## config.mk

```make
export PLATFORM = sky130hd
export DESIGN_NAME = gf2_mac_pipe
export DESIGN_NICKNAME = d
export VERILOG_FILES = /design/src/rtl/gf2_pkg.sv /design/src/rtl/gf2_clmul.sv /design/src/rtl/gf2_mac_pipe.sv
export SDC_FILE = /design/constraint.sdc
export NUM_CORES = 1
export LEC_CHECK = 0
export ABC_AREA = 1
export ABC_CLOCK_PERIOD_IN_PS = 1950
export CAP_MARGIN = 20
export CORE_UTILIZATION = 40
export DETAILED_ROUTE_END_ITERATION = 6
export GPL_TIMING_DRIVEN = 1
export SLEW_MARGIN = 0
export SYNTH_ARGS = -nofsm -noshare
export SYNTH_HDL_FRONTEND = slang
export SYNTH_SLANG_ARGS = --single-unit
```

## constraint.sdc

```tcl
create_clock -name clk -period 1.95 [get_ports clk]
set_input_delay 0.39 -clock clk [delete_from_list [all_inputs] [get_ports clk]]
set_output_delay 0.39 -clock clk [all_outputs]
set_load 0.05 [all_outputs]
```

## src/rtl/gf2_pkg.sv

```systemverilog
// Shared helpers for the GF(2) multiply-accumulate engine.
// GF2_REDUCE_EN selects the reduced (W-bit) result width.
package gf2_pkg;

  localparam int MAX_W  = 32;
  localparam int MAX_PW = 2 * MAX_W - 1;

`ifdef GF2_REDUCE_EN
  localparam bit REDUCE_EN = 1'b1;
`else
  localparam bit REDUCE_EN = 1'b0;
`endif

  function automatic int gf2_rw(input int w);
    return REDUCE_EN ? w : 2 * w - 1;
  endfunction

  // Control half of the S1 stage; the products sit beside it per channel.
  typedef struct packed {
    logic valid;
    logic last;
    logic nz;
  } s1_ctl_t;

  // Operands are zero-extended by the caller, so the low 2W-1 bits hold the product.
  function automatic logic [MAX_PW-1:0] clmul(input logic [MAX_W-1:0] a,
                                              input logic [MAX_W-1:0] b);
    logic [MAX_PW-1:0] p;
    p = '0;
    for (int i = 0; i < MAX_W; i++) begin
      for (int j = 0; j < MAX_W; j++) begin
        p[i+j] = p[i+j] ^ (a[i] & b[j]);
      end
    end
    return p;
  endfunction

  // Clears each bit at or above x^w by folding in x^(k-w) * poly, top-down.
  function automatic logic [MAX_W-1:0] gf2_reduce(input logic [MAX_PW-1:0] x,
                                                  input int w,
                                                  input logic [MAX_W-1:0] poly);
    logic [MAX_PW-1:0] r;
    r = x;
    for (int k = MAX_PW - 1; k >= 1; k--) begin
      if (k >= w && r[k]) begin
        r[k] = 1'b0;
        r = r ^ (MAX_PW'(poly) << (k - w));
      end
    end
    return r[MAX_W-1:0];
  endfunction

endpackage

```

## src/rtl/gf2_clmul.sv

```systemverilog
// Combinational W x W carry-less multiplier producing a 2W-1 bit product.
module gf2_clmul
  import gf2_pkg::*;
#(
  parameter int W = 8
) (
  input  logic [W-1:0]   a,
  input  logic [W-1:0]   b,
  output logic [2*W-2:0] p
);

  assign p = (2*W-1)'(clmul(MAX_W'(a), MAX_W'(b)));

endmodule

```

## src/rtl/gf2_mac_pipe.sv

```systemverilog
// Pipelined multi-channel GF(2) multiply-accumulate with per-frame results.
// Define GF2_REDUCE_EN to reduce the result modulo x^W+POLY before output.
module gf2_mac_pipe
  import gf2_pkg::*;
#(
  parameter int             W     = 8,
  parameter int             NCH   = 2,
  parameter int             CNT_W = 8,
  parameter logic [W-1:0]   POLY  = W'('h1B),
  localparam int            RW    = gf2_rw(W)
) (
  input  logic               clk,
  input  logic               rst_n,
  input  logic               in_valid,
  output logic               in_ready,
  input  logic [NCH*W-1:0]   in_a,
  input  logic [NCH*W-1:0]   in_b,
  input  logic [NCH-1:0]     in_chmask,
  input  logic               in_last,
  output logic               out_valid,
  input  logic               out_ready,
  output logic [RW-1:0]      out_data,
  output logic [CNT_W-1:0]   out_beats,
  output logic               out_sat
);

  localparam int               PW      = 2 * W - 1;
  localparam logic [CNT_W-1:0] CNT_MAX = '1;

  logic             adv;
  logic             accept;
  s1_ctl_t          s1_ctl_reg;
  logic [PW-1:0]    s1_prod_reg [NCH];
  logic [PW-1:0]    beat;
  logic [PW-1:0]    acc_reg;
  logic [CNT_W-1:0] cnt_reg;
  logic             sat_reg;
  logic [PW-1:0]    acc_next;
  logic [CNT_W-1:0] cnt_next;
  logic             sat_next;
  logic [RW-1:0]    result;

  // Every stage moves together; a stalled result freezes the whole pipe.
  assign adv      = !out_valid || out_ready;
  assign in_ready = adv && rst_n;
  assign accept   = in_valid && in_ready;

  generate
    for (genvar gi = 0; gi < NCH; gi++) begin : g_ch
      logic [PW-1:0] prod;

      gf2_clmul #(.W(W)) u_clmul (
        .a (in_a[gi*W +: W]),
        .b (in_b[gi*W +: W]),
        .p (prod)
      );

      always_ff @(posedge clk) begin
        if (!rst_n) begin
          s1_prod_reg[gi] <= '0;
        end else if (adv && accept) begin
          s1_prod_reg[gi] <= in_chmask[gi] ? prod : '0;
        end
      end
    end
  endgenerate

  always_ff @(posedge clk) begin
    if (!rst_n) begin
      s1_ctl_reg <= '0;
    end else if (adv) begin
      s1_ctl_reg.valid <= accept;
      if (accept) begin
        s1_ctl_reg.last <= in_last;
        s1_ctl_reg.nz   <= |in_chmask;
      end
    end
  end

  always_comb begin
    beat = '0;
    for (int c = 0; c < NCH; c++) begin
      beat = beat ^ s1_prod_reg[c];
    end
    if (!s1_ctl_reg.nz) begin
      beat = '0;
    end
  end

  // The counter pins at its maximum; sat marks that beats were dropped from the count.
  assign acc_next = acc_reg ^ beat;
  assign cnt_next = (cnt_reg == CNT_MAX) ? CNT_MAX : cnt_reg + 1'b1;
  assign sat_next = sat_reg | (cnt_reg == CNT_MAX);

`ifdef GF2_REDUCE_EN
  assign result = RW'(gf2_reduce(MAX_PW'(acc_next), W, MAX_W'(POLY)));
`else
  assign result = acc_next;
`endif

  always_ff @(posedge clk) begin
    if (!rst_n) begin
      acc_reg   <= '0;
      cnt_reg   <= '0;
      sat_reg   <= 1'b0;
      out_valid <= 1'b0;
      out_data  <= '0;
      out_beats <= '0;
      out_sat   <= 1'b0;
    end else if (adv) begin
      out_valid <= s1_ctl_reg.valid && s1_ctl_reg.last;
      if (s1_ctl_reg.valid) begin
        if (s1_ctl_reg.last) begin
          out_data  <= result;
          out_beats <= cnt_next;
          out_sat   <= sat_next;
          acc_reg   <= '0;
          cnt_reg   <= '0;
          sat_reg   <= 1'b0;
        end else begin
          acc_reg <= acc_next;
          cnt_reg <= cnt_next;
          sat_reg <= sat_next;
        end
      end
    end
  end

endmodule

```

==> metrics.md, run 1 <==
| Metric | Value |
|---|---|
| CTS buffer count | 9 |
| Area of the multi-input gates | 2900 µm² |
| Commonest non-fill, non-tap cell in the layout | nand2_1 |
| Global-route wire length before repair | 20,010 µm |
| RSZ-0062 raised after global routing | no |
| #FFs+latches synth | 82 |
| TNS Setup | 0 ns |
| Worst skew pair latency | 0.33 ns |
| Pwr dens | 674.6 nW/µm² |
| Die height | 117.1 µm |
| Crit-path leading delay family | buffers and inverters |
| Vias per inst | 4.688 |
| Max Clock Freq | 531.3 MHz |
| Syn nets | 798 |
| Storage cell area | 1942 µm² |
| Post-Layout Cell Count | 1,012 |
| Final Cycle Share | 96.52% |
| Outcome | finished clean |
| P_leak | 2.902 nW |
| YS warnings | 0 |
| CP startpoint kind | flop |
| PortBufs | 64 |
| Synth Cell Area | 5300 µm² |
| Starting Density | 41.49% |
| Tightest Pin Transition | 0.5515 ns |
| Period minus WS final | 1.882 ns |
| Nets | 875 |
| Reg2Reg Depth | 8 |
| Slew headroom | 63.15% |
| Vias in the first global route | 4,327 |
| Drt total wl | 12,130 µm |
| Clk pin slew, worst setup/hold paths | 0.06 ns |
| Filler cells | 1,234 |
| Cell count after synthesis | 758 |
| CP max stage delay | 0.81 ns |
| DRC violations left | 0 |
| Share of layout cells above drive strength 1 | 13.33% |
| Net Sw Frac | 26.39% |
| HP Start | out_beats[5]$_SDFFE_PN0P_ |
| CP max-delay cell | clkdlybuf4s50_1 |
| Die X | 117.1 µm |
| Peak supply drop | 0.3353 mV |
| Initial antenna violation count | 0 |
| Post-synth ARST share | 0% |
| Worst Skew | 0.01189 ns |
| Crit Path Max Fanout | 2 |
| Worst Setup End Kind | output port |
| RR Startpoint | cnt_reg[0]$_SDFFE_PN0P_ |
| Seq pwr share | 42.4% |
| GP Congestion | 0.8714 |
| Worst EP required | 1.56 ns |
| Total GRT Usage | 18.70% |
| Total gr overflow | 0 |
| Synth Flop Type | dfxtp_1 |
| Setup-failing EPs final | 0 |
| Count of cell types in the netlist | 35 |
| Max reg flops | 30 |
| Rows | 41 |
| FF-to-FF setup slack | 0.40 ns |
| Avg WL per Cell | 11.99 µm |
| Post-DP HPWL | 9307 µm |
| Worst Hold Class | reg2reg |
| TritonCTS clock tree | built |
| Clk root buf | clkbuf_16 |
| DR vias | 4,744 |
| Post-CTS setup buffers | 0 |
| CP Class | reg2out |
| DRT iter0 DRCs | 287 |
| Crit-path cells | clkdlybuf4s50_1 |
| First drt pass iteration count | 4 |
| Post-synth EDFFs | 30 |
| Die area | 13,710 µm² |
| Hold Path Depth | 2 |
| Total power | 4.460 mW |
| Hold EP | out_beats[5]$_SDFFE_PN0P_ |
| Most frequent cells in the layout | 304 x nand2_1, 67 x nand3_1, 63 x clkdlybuf4s50_1 |
| Placed Instances | 996 |
| Area growth syn-to-layout | 24.74% |
| Util after Layout | 51.76% |
| Crit path buffers/inverters | 1 |
| Net switching power | 1.177 mW |
| Slew Limit Fails | 0 |
| I/O pin count | 65 |
| Fin Hold WS | 0.4674 ns |
| Number of max-cap violations | 0 |
| Comb pwr share | 19.5% |
| Capture point of the worst reg-to-reg path | cnt_reg[0]$_SDFFE_PN0P_ |
| Remaining antenna violation count | 0 |
| Sequential fraction of the synthesis area | 36.64% |
| Core box area | 12,770 µm² |
| Internal | 3.283 mW |
| Largest net degree at the start of global routing | 32 |
| Number of diodes | 0 |
| Final Hold Violating Endpoints | 0 |
| Levels on crit path | 1 |
| Htree depth | 3 |
| Worst Path Arrival | 1.49 ns |
| Syn avg cell area | 6.992 µm² |
| Clk sinks | 82 |
| Crit path launch | out_data[13]$_SDFFE_PN0P_ |
| Clk pwr share | 38.1% |
| Max clock buf depth | 2 |
## Yosys cell counts (2+ instances only)
cell        n  area share [%]
nor2_8      3             1.1
a21oi_1    42             4.0
edfxtp_1   30              17
xor2_1     10             1.7
nand2b_1    6            0.71
nand2_1   305              22
inv_2       3            0.21
buf_6       5             1.1
a21oi_2     6            0.99
inv_4       2            0.24
inv_1      43             3.0
o21ai_0    13             1.2
dfxtp_1    52              20
clkbuf_1    5            0.35
nand2_4     4            0.85
nand4_1     3            0.35
buf_2      35             3.3
xnor2_1    54             8.9
a31oi_1     4            0.47
or2_2      15             1.8
nand3_1    67             6.3
o21ai_2     6            0.99
nor2_1     33             2.3
## repair_timing
item,4_1_cts,5_1_grt
hold buffers,0,0
gates resized for setup,0,1
setup endpoints to repair,0,13
## stage by stage
stage	area, µm²	worst slack (ns)
after global routing	6611	0.02542
after detailed placement	6302	-0.2964
after CTS	6606	0.02982
after global placement	6302	-0.2942
final	6611	0.06781
after floorplan	5303	0.1278
## power groups by stage
stage          Clock, mW  Combinational, mW  Sequential [mW]
6_report            1.70              0.868             1.89
3_3_place_gp           0              0.855             1.93
4_1_cts             1.75              0.872             1.89
3_5_place_dp           0              0.869             1.93
5_1_grt             1.81              0.969             1.90
2_1_floorplan          0              0.590             1.94
## worst max-delay path by stage
stage / to / slack (ns)
2_1_floorplan: s1_prod_reg[1][11]$_SDFFCE_PN0P_ / 0.13
3_3_place_gp: cnt_reg[1]$_SDFFE_PN0P_ / -0.29
3_5_place_dp: cnt_reg[1]$_SDFFE_PN0P_ / -0.30
4_1_cts: cnt_reg[1]$_SDFFE_PN0P_ / 0.03
5_1_grt: out_beats[4] / 0.03
6_report: out_data[13] / 0.07
## final cells by class
class / instances / share of cell area, %
clock inverters: 4 / 0.7192
clock buffers: 12 / 3.880
inverters: 50 / 3.009
multi-input cells: 578 / 43.87
flip-flops and latches: 82 / 29.37
repair buffers: 114 / 15.90
well taps: 172 / 3.255
## cells by family after synthesis
logic type / after synthesis / synth area share [%]
fa+ha+maj: 1 / 0.2360
flops: 82 / 36.64
compound gates: 72 / 7.790
simple gates: 441 / 35.98
buf+inv: 98 / 8.782
xor+xnor: 64 / 10.58
## routing by layer
layer,vias to the layer above,share of wire (%),global-route usage [%]
li1,2547,-,-
met1,2073,48,24.57
met2,112,47,31.79
met3,12,3.6,2.781
met4,0,1.2,5.654
met5,-,0,0
## worst register-to-register path, delay by kind of cell, from the launching register on
family | cells | cell delay, ns
flops | 1 | 0.42
compound gates | 1 | 0.15
buf+inv | 1 | 0.17
fa+ha+maj | 1 | 0.24
simple gates | 5 | 0.49
(Power assumes the default switching activity.)
==> run 2: changes to the inputs <==
==> constraint.sdc (replaced) <==
create_clock -name clk -period 1.95 [get_ports clk]
set_input_delay 0.39 -clock clk [delete_from_list [all_inputs] [get_ports clk]]
set_output_delay 0.39 -clock clk [all_outputs]
set_load 0.02 [all_outputs]
==> metrics.md, run 2 (synthesis results as in run 1) <==
| Metric | Value |
|---|---|
| Outcome | finished clean |
| DR vias | 4,823 |
| TritonCTS clock tree | built |
| Total power | 4.652 mW |
| Slew Limit Fails | 0 |
| DRT iter0 DRCs | 308 |
| CTS Hold Bufs | 0 |
| CP max stage delay | 0.56 ns |
| Post-CTS setup buffers | 0 |
| Share of layout cells above drive strength 1 | 14.03% |
| Vias per inst | 4.728 |
| CP startpoint kind | input pin |
| Worst Path Arrival | 1.45 ns |
| Placement Setup Slack | -0.1665 ns |
| RSZ-0062 raised after global routing | no |
| GP Congestion | 0.9163 |
| Number of max-cap violations | 0 |
| Post-Layout Cell Count | 1,020 |
| Worst Hold Class | reg2reg |
| Placed Instances | 1,004 |
| First drt pass iteration count | 4 |
| Max Clock Freq | 544.8 MHz |
| Initial antenna violation count | 0 |
| Htree depth | 3 |
| Crit Path Max Fanout | 2 |
| Worst Skew | 0.005659 ns |
| Period minus WS final | 1.835 ns |
| Crit path buffers/inverters | 3 |
| Most frequent cells in the layout | 305 x nand2_1, 67 x nand3_1, 63 x clkdlybuf4s50_1 |
| Largest net degree at the start of global routing | 31 |
| Clk sinks | 82 |
| P_leak | 2.970 nW |
| Number of diodes | 0 |
| Avg WL per Cell | 11.66 µm |
| Crit-path leading delay family | buffers and inverters |
| Slew headroom | 62.72% |
| Global-route wire length before repair | 20,200 µm |
| Final Hold Violating Endpoints | 0 |
| CP Class | in2out |
| Die area | 13,710 µm² |
| Post-DP HPWL | 9225 µm |
| Vias in the first global route | 4,618 |
| Total gr overflow | 0 |
| Peak supply drop | 0.3483 mV |
| Crit-path cells | clkdlybuf4s50_1 -> inv_6 -> nor2_8 -> dlygate4sd2_1 |
| Nets | 883 |
| Clk root buf | clkbuf_16 |
| Die height | 117.1 µm |
| CTS buffer count | 9 |
| PortBufs | 64 |
| Max clock buf depth | 2 |
| Tightest Pin Transition | 0.5584 ns |
| Final Cycle Share | 94.12% |
| Die X | 117.1 µm |
| Worst EP required | 1.56 ns |
| Pwr dens | 692.8 nW/µm² |
| Commonest non-fill, non-tap cell in the layout | nand2_1 |
| Post-CTS sizing | 1 |
| Total GRT Usage | 18.85% |
| DRC violations left | 0 |
| CP max-delay cell | clkdlybuf4s50_1 |
| Area growth syn-to-layout | 26.70% |
| Starting Density | 41.49% |
| Util after Layout | 52.57% |
| TNS Setup | 0 ns |
| Fin worst setup slack | 0.1146 ns |
| I/O pin count | 65 |
| Drt total wl | 11,900 µm |
| Worst Setup End Kind | output port |
| Max reg flops | 30 |
| Core box area | 12,770 µm² |
| Clk pin slew, worst setup/hold paths | 0.05 ns |
| Filler cells | 1,196 |
| Worst skew pair latency | 0.34 ns |
| Rows | 41 |
| Setup-failing EPs final | 0 |
| Remaining antenna violation count | 0 |
-- run 2: changes by cell type in the layout (fill, tap and decap cells not counted), sizes merged --
cell and delta:
buf +7, clkbuf +2, inv -2, dlygate4sd2 +1
-- run 2: per-stage QoR --
step           instance area, µm²  hold slack (ns)
2_1_floorplan                5300           0.4570
3_3_place_gp                 6362           0.4580
3_5_place_dp                 6362           0.4604
4_1_cts                      6715           0.4697
5_1_grt                      6715           0.4926
6_report                     6715           0.4657
-- run 2: power by group --
group	leakage [nW]	switching, mW	internal (mW)
logic	2.06	0.471	0.385
registers	0.737	0.0456	1.85
clock network	0.177	0.641	1.26
-- run 2: layout make-up --
type | instances | area, µm² | area share [%]
Inverter | 50 | 198.9 | 2.963
Tap cell | 172 | 215.2 | 3.205
Clock buffer | 14 | 319.1 | 4.751
Sequential cell | 82 | 1942 | 28.92
Clock inverter | 2 | 35.03 | 0.5217
Timing Repair Buffer | 122 | 1112 | 16.56
Multi-Input combinational cell | 578 | 2893 | 43.08
-- run 2: per-layer routing --
metal  track usage [%]  part of all wire, %
met1             23.04                   48
met2             33.61                   47
met3             3.244                  4.0
met4             6.160                  1.1
met5                 0                    0
-- run 2: path summary, 6_finish.rpt --
check                           startpoint                        to  slack [ns]  depth (start not counted)
hold / removal    out_data[3]$_SDFFE_PN0P_  out_data[3]$_SDFFE_PN0P_        0.47                          2
setup / recovery                     rst_n                  in_ready        0.11                          4
setup reg to reg   cnt_reg[0]$_SDFFE_PN0P_      out_sat$_SDFFE_PN0P_        0.36                          9
hold reg to reg   out_data[3]$_SDFFE_PN0P_  out_data[3]$_SDFFE_PN0P_        0.47                          2
-- run 2: tightest hold or removal path: cells and delay by family, from the launching register on --
| kind | cells | cell delay, ns |
|---|---|---|
| flops | 1 | 0.30 |
| simple gates | 2 | 0.12 |
==> run 3: changes to the inputs <==
--- a/config.mk
+++ b/config.mk
@@ -8,9 +8,12 @@
 export ABC_AREA = 1
 export ABC_CLOCK_PERIOD_IN_PS = 1950
 export CAP_MARGIN = 20
+export CELL_PAD_IN_SITES_DETAIL_PLACEMENT = 1
+export CELL_PAD_IN_SITES_GLOBAL_PLACEMENT = 1
 export CORE_UTILIZATION = 40
 export DETAILED_ROUTE_END_ITERATION = 6
 export GPL_TIMING_DRIVEN = 1
+export PLACE_DENSITY_LB_ADDON = 0.1
 export SLEW_MARGIN = 0
 export SYNTH_ARGS = -nofsm -noshare
 export SYNTH_HDL_FRONTEND = slang
==> metrics.md, run 3 (synthesis results as in run 1) <==
| Metric | Value |
|---|---|
| Outcome | finished clean |
| Htree depth | 3 |
| Post-CTS setup buffers | 0 |
| Worst EP required | 1.56 ns |
| Clk root buf | clkbuf_16 |
| Period minus WS final | 1.823 ns |
| Peak supply drop | 0.4434 mV |
| Net Sw Frac | 26.58% |
| Most frequent cells in the layout | 305 x nand2_1, 67 x nand3_1, 63 x clkdlybuf4s50_1 |
| Max clock buf depth | 2 |
| Storage cell area | 1942 µm² |
| Post-DP HPWL | 11,650 µm |
| DRC violations left | 0 |
| Remaining antenna violation count | 0 |
| Comb pwr share | 19.8% |
| P_leak | 2.929 nW |
| Worst Hold Class | reg2reg |
| Rows | 41 |
| Slew Limit Fails | 0 |
| Worst skew pair latency | 0.34 ns |
| Total gr overflow | 0 |
| Worst Path Arrival | 1.43 ns |
| Total power | 4.455 mW |
| DR vias | 5,063 |
| Worst Skew | 0.006145 ns |
| Setup-failing EPs final | 0 |
| Nets | 882 |
| Clk pin slew, worst setup/hold paths | 0.06 ns |
| Clk sinks | 82 |
| Share of layout cells above drive strength 1 | 13.83% |
| Core box area | 12,770 µm² |
| Design area | 6630 µm² |
| CP startpoint kind | input pin |
| Die X | 117.1 µm |
| First drt pass iteration count | 4 |
| Vias in the first global route | 5,285 |
| Number of max-cap violations | 0 |
| Die height | 117.1 µm |
| Max Clock Freq | 548.6 MHz |
| GP Congestion | 0.8387 |
| Final Cycle Share | 93.48% |
| Area growth syn-to-layout | 25.09% |
| Pwr dens | 672.0 nW/µm² |
| CP Class | in2out |
| Filler cells | 1,676 |
| Total GRT Usage | 23.12% |
| Die area | 13,710 µm² |
| Commonest non-fill, non-tap cell in the layout | nand2_1 |
| RSZ-0062 raised after global routing | no |
| Internal | 3.271 mW |
| CTS buffer count | 9 |
| Tightest Pin Transition | 0.5779 ns |
| Area of the multi-input gates | 2893 µm² |
| Crit Path Max Fanout | 2 |
| Max reg flops | 30 |
| Slew headroom | 61.42% |
| Net switching power | 1.184 mW |
| DRT iter0 DRCs | 167 |
| Number of diodes | 0 |
| TritonCTS clock tree | built |
| Initial antenna violation count | 0 |
| PortBufs | 64 |
| Avg WL per Cell | 14.29 µm |
| Seq pwr share | 42.6% |
| Final Hold Violating Endpoints | 0 |
| CTS Hold Bufs | 0 |
| Placed cell area | 6330 µm² |
| Worst Setup End Kind | output port |
| Drt total wl | 14,540 µm |
| Vias per inst | 4.973 |
| Clk pwr share | 37.6% |
| Starting Density | 41.49% |
| Largest net degree at the start of global routing | 31 |
| I/O pin count | 65 |
| Global-route wire length before repair | 24,610 µm |
[run 3: cell count changes in the layout (fill, tap and decap cells not counted), sizes merged]
| cell | previous run | this run |
|---|---|---|
| buf | 58 | 57 |
| bufinv | 1 | 0 |
[run 3: path summary, 6_finish.rpt]
kind / startpoint / to / slack, ns / cells after the start
setup reg to reg: cnt_reg[0]$_SDFFE_PN0P_ / out_sat$_SDFFE_PN0P_ / 0.26 / 9
setup / recovery: rst_n / in_ready / 0.13 / 4
hold / removal: out_data[6]$_SDFFE_PN0P_ / out_data[6]$_SDFFE_PN0P_ / 0.47 / 2
hold reg to reg: out_data[6]$_SDFFE_PN0P_ / out_data[6]$_SDFFE_PN0P_ / 0.47 / 2
[run 3: worst max-delay path: stages]
cell	delay (ns)
clkdlybuf4s50_1	0.56
inv_6	0.06
nor2_8	0.10
dlygate4sd2_1	0.33
[run 3: stage by stage]
stage	setup TNS (ns)	worst slack, ns	utilization, %	cells	hold slack, ns
after floorplan	0	0.09682	-	758	0.4570
after global placement	-0.5804	-0.1394	49.55	1003	0.4596
after detailed placement	-1.673	-0.1525	49.55	1003	0.4633
after CTS	0	0.1137	51.91	1018	0.4728
after global routing	0	0.05261	51.91	1018	0.4861
final	0	0.1271	51.91	1018	0.4687
[run 3: cell type report]
type                       instances  area share, %
clock buffer                      14          4.473
clock inverter                     1        0.07549
inverter                          50          3.001
multi-input combinational        578          43.63
sequential                        82          29.29
tap                              172          3.246
timing repair buffer             121          16.29
[run 3: what timing repair did]
action	in CTS	in global routing
endpoints found under the hold margin	0	0
resized for setup	1	0
setup endpoints to repair	1	0
[run 3: power by group through the flow]
stage	registers, mW	clock network (mW)	logic, mW
floorplan	1.92	0	0.586
global placement	1.93	0	0.847
detailed placement	1.94	0	0.888
CTS	1.90	1.71	0.892
global route	1.91	1.75	0.992
finish	1.90	1.68	0.882
[run 3: routing by layer]
layer | track usage, % | routed length [µm] | share of wire, % | vias to the layer above
met5 | 0 | 0 | 0 | -
li1 | - | - | - | 2555
met1 | 26.48 | 6361 | 44 | 2415
met4 | 8.523 | 336 | 2.3 | 0
met2 | 43.67 | 7474 | 51 | 73
met3 | 3.038 | 371 | 2.6 | 20
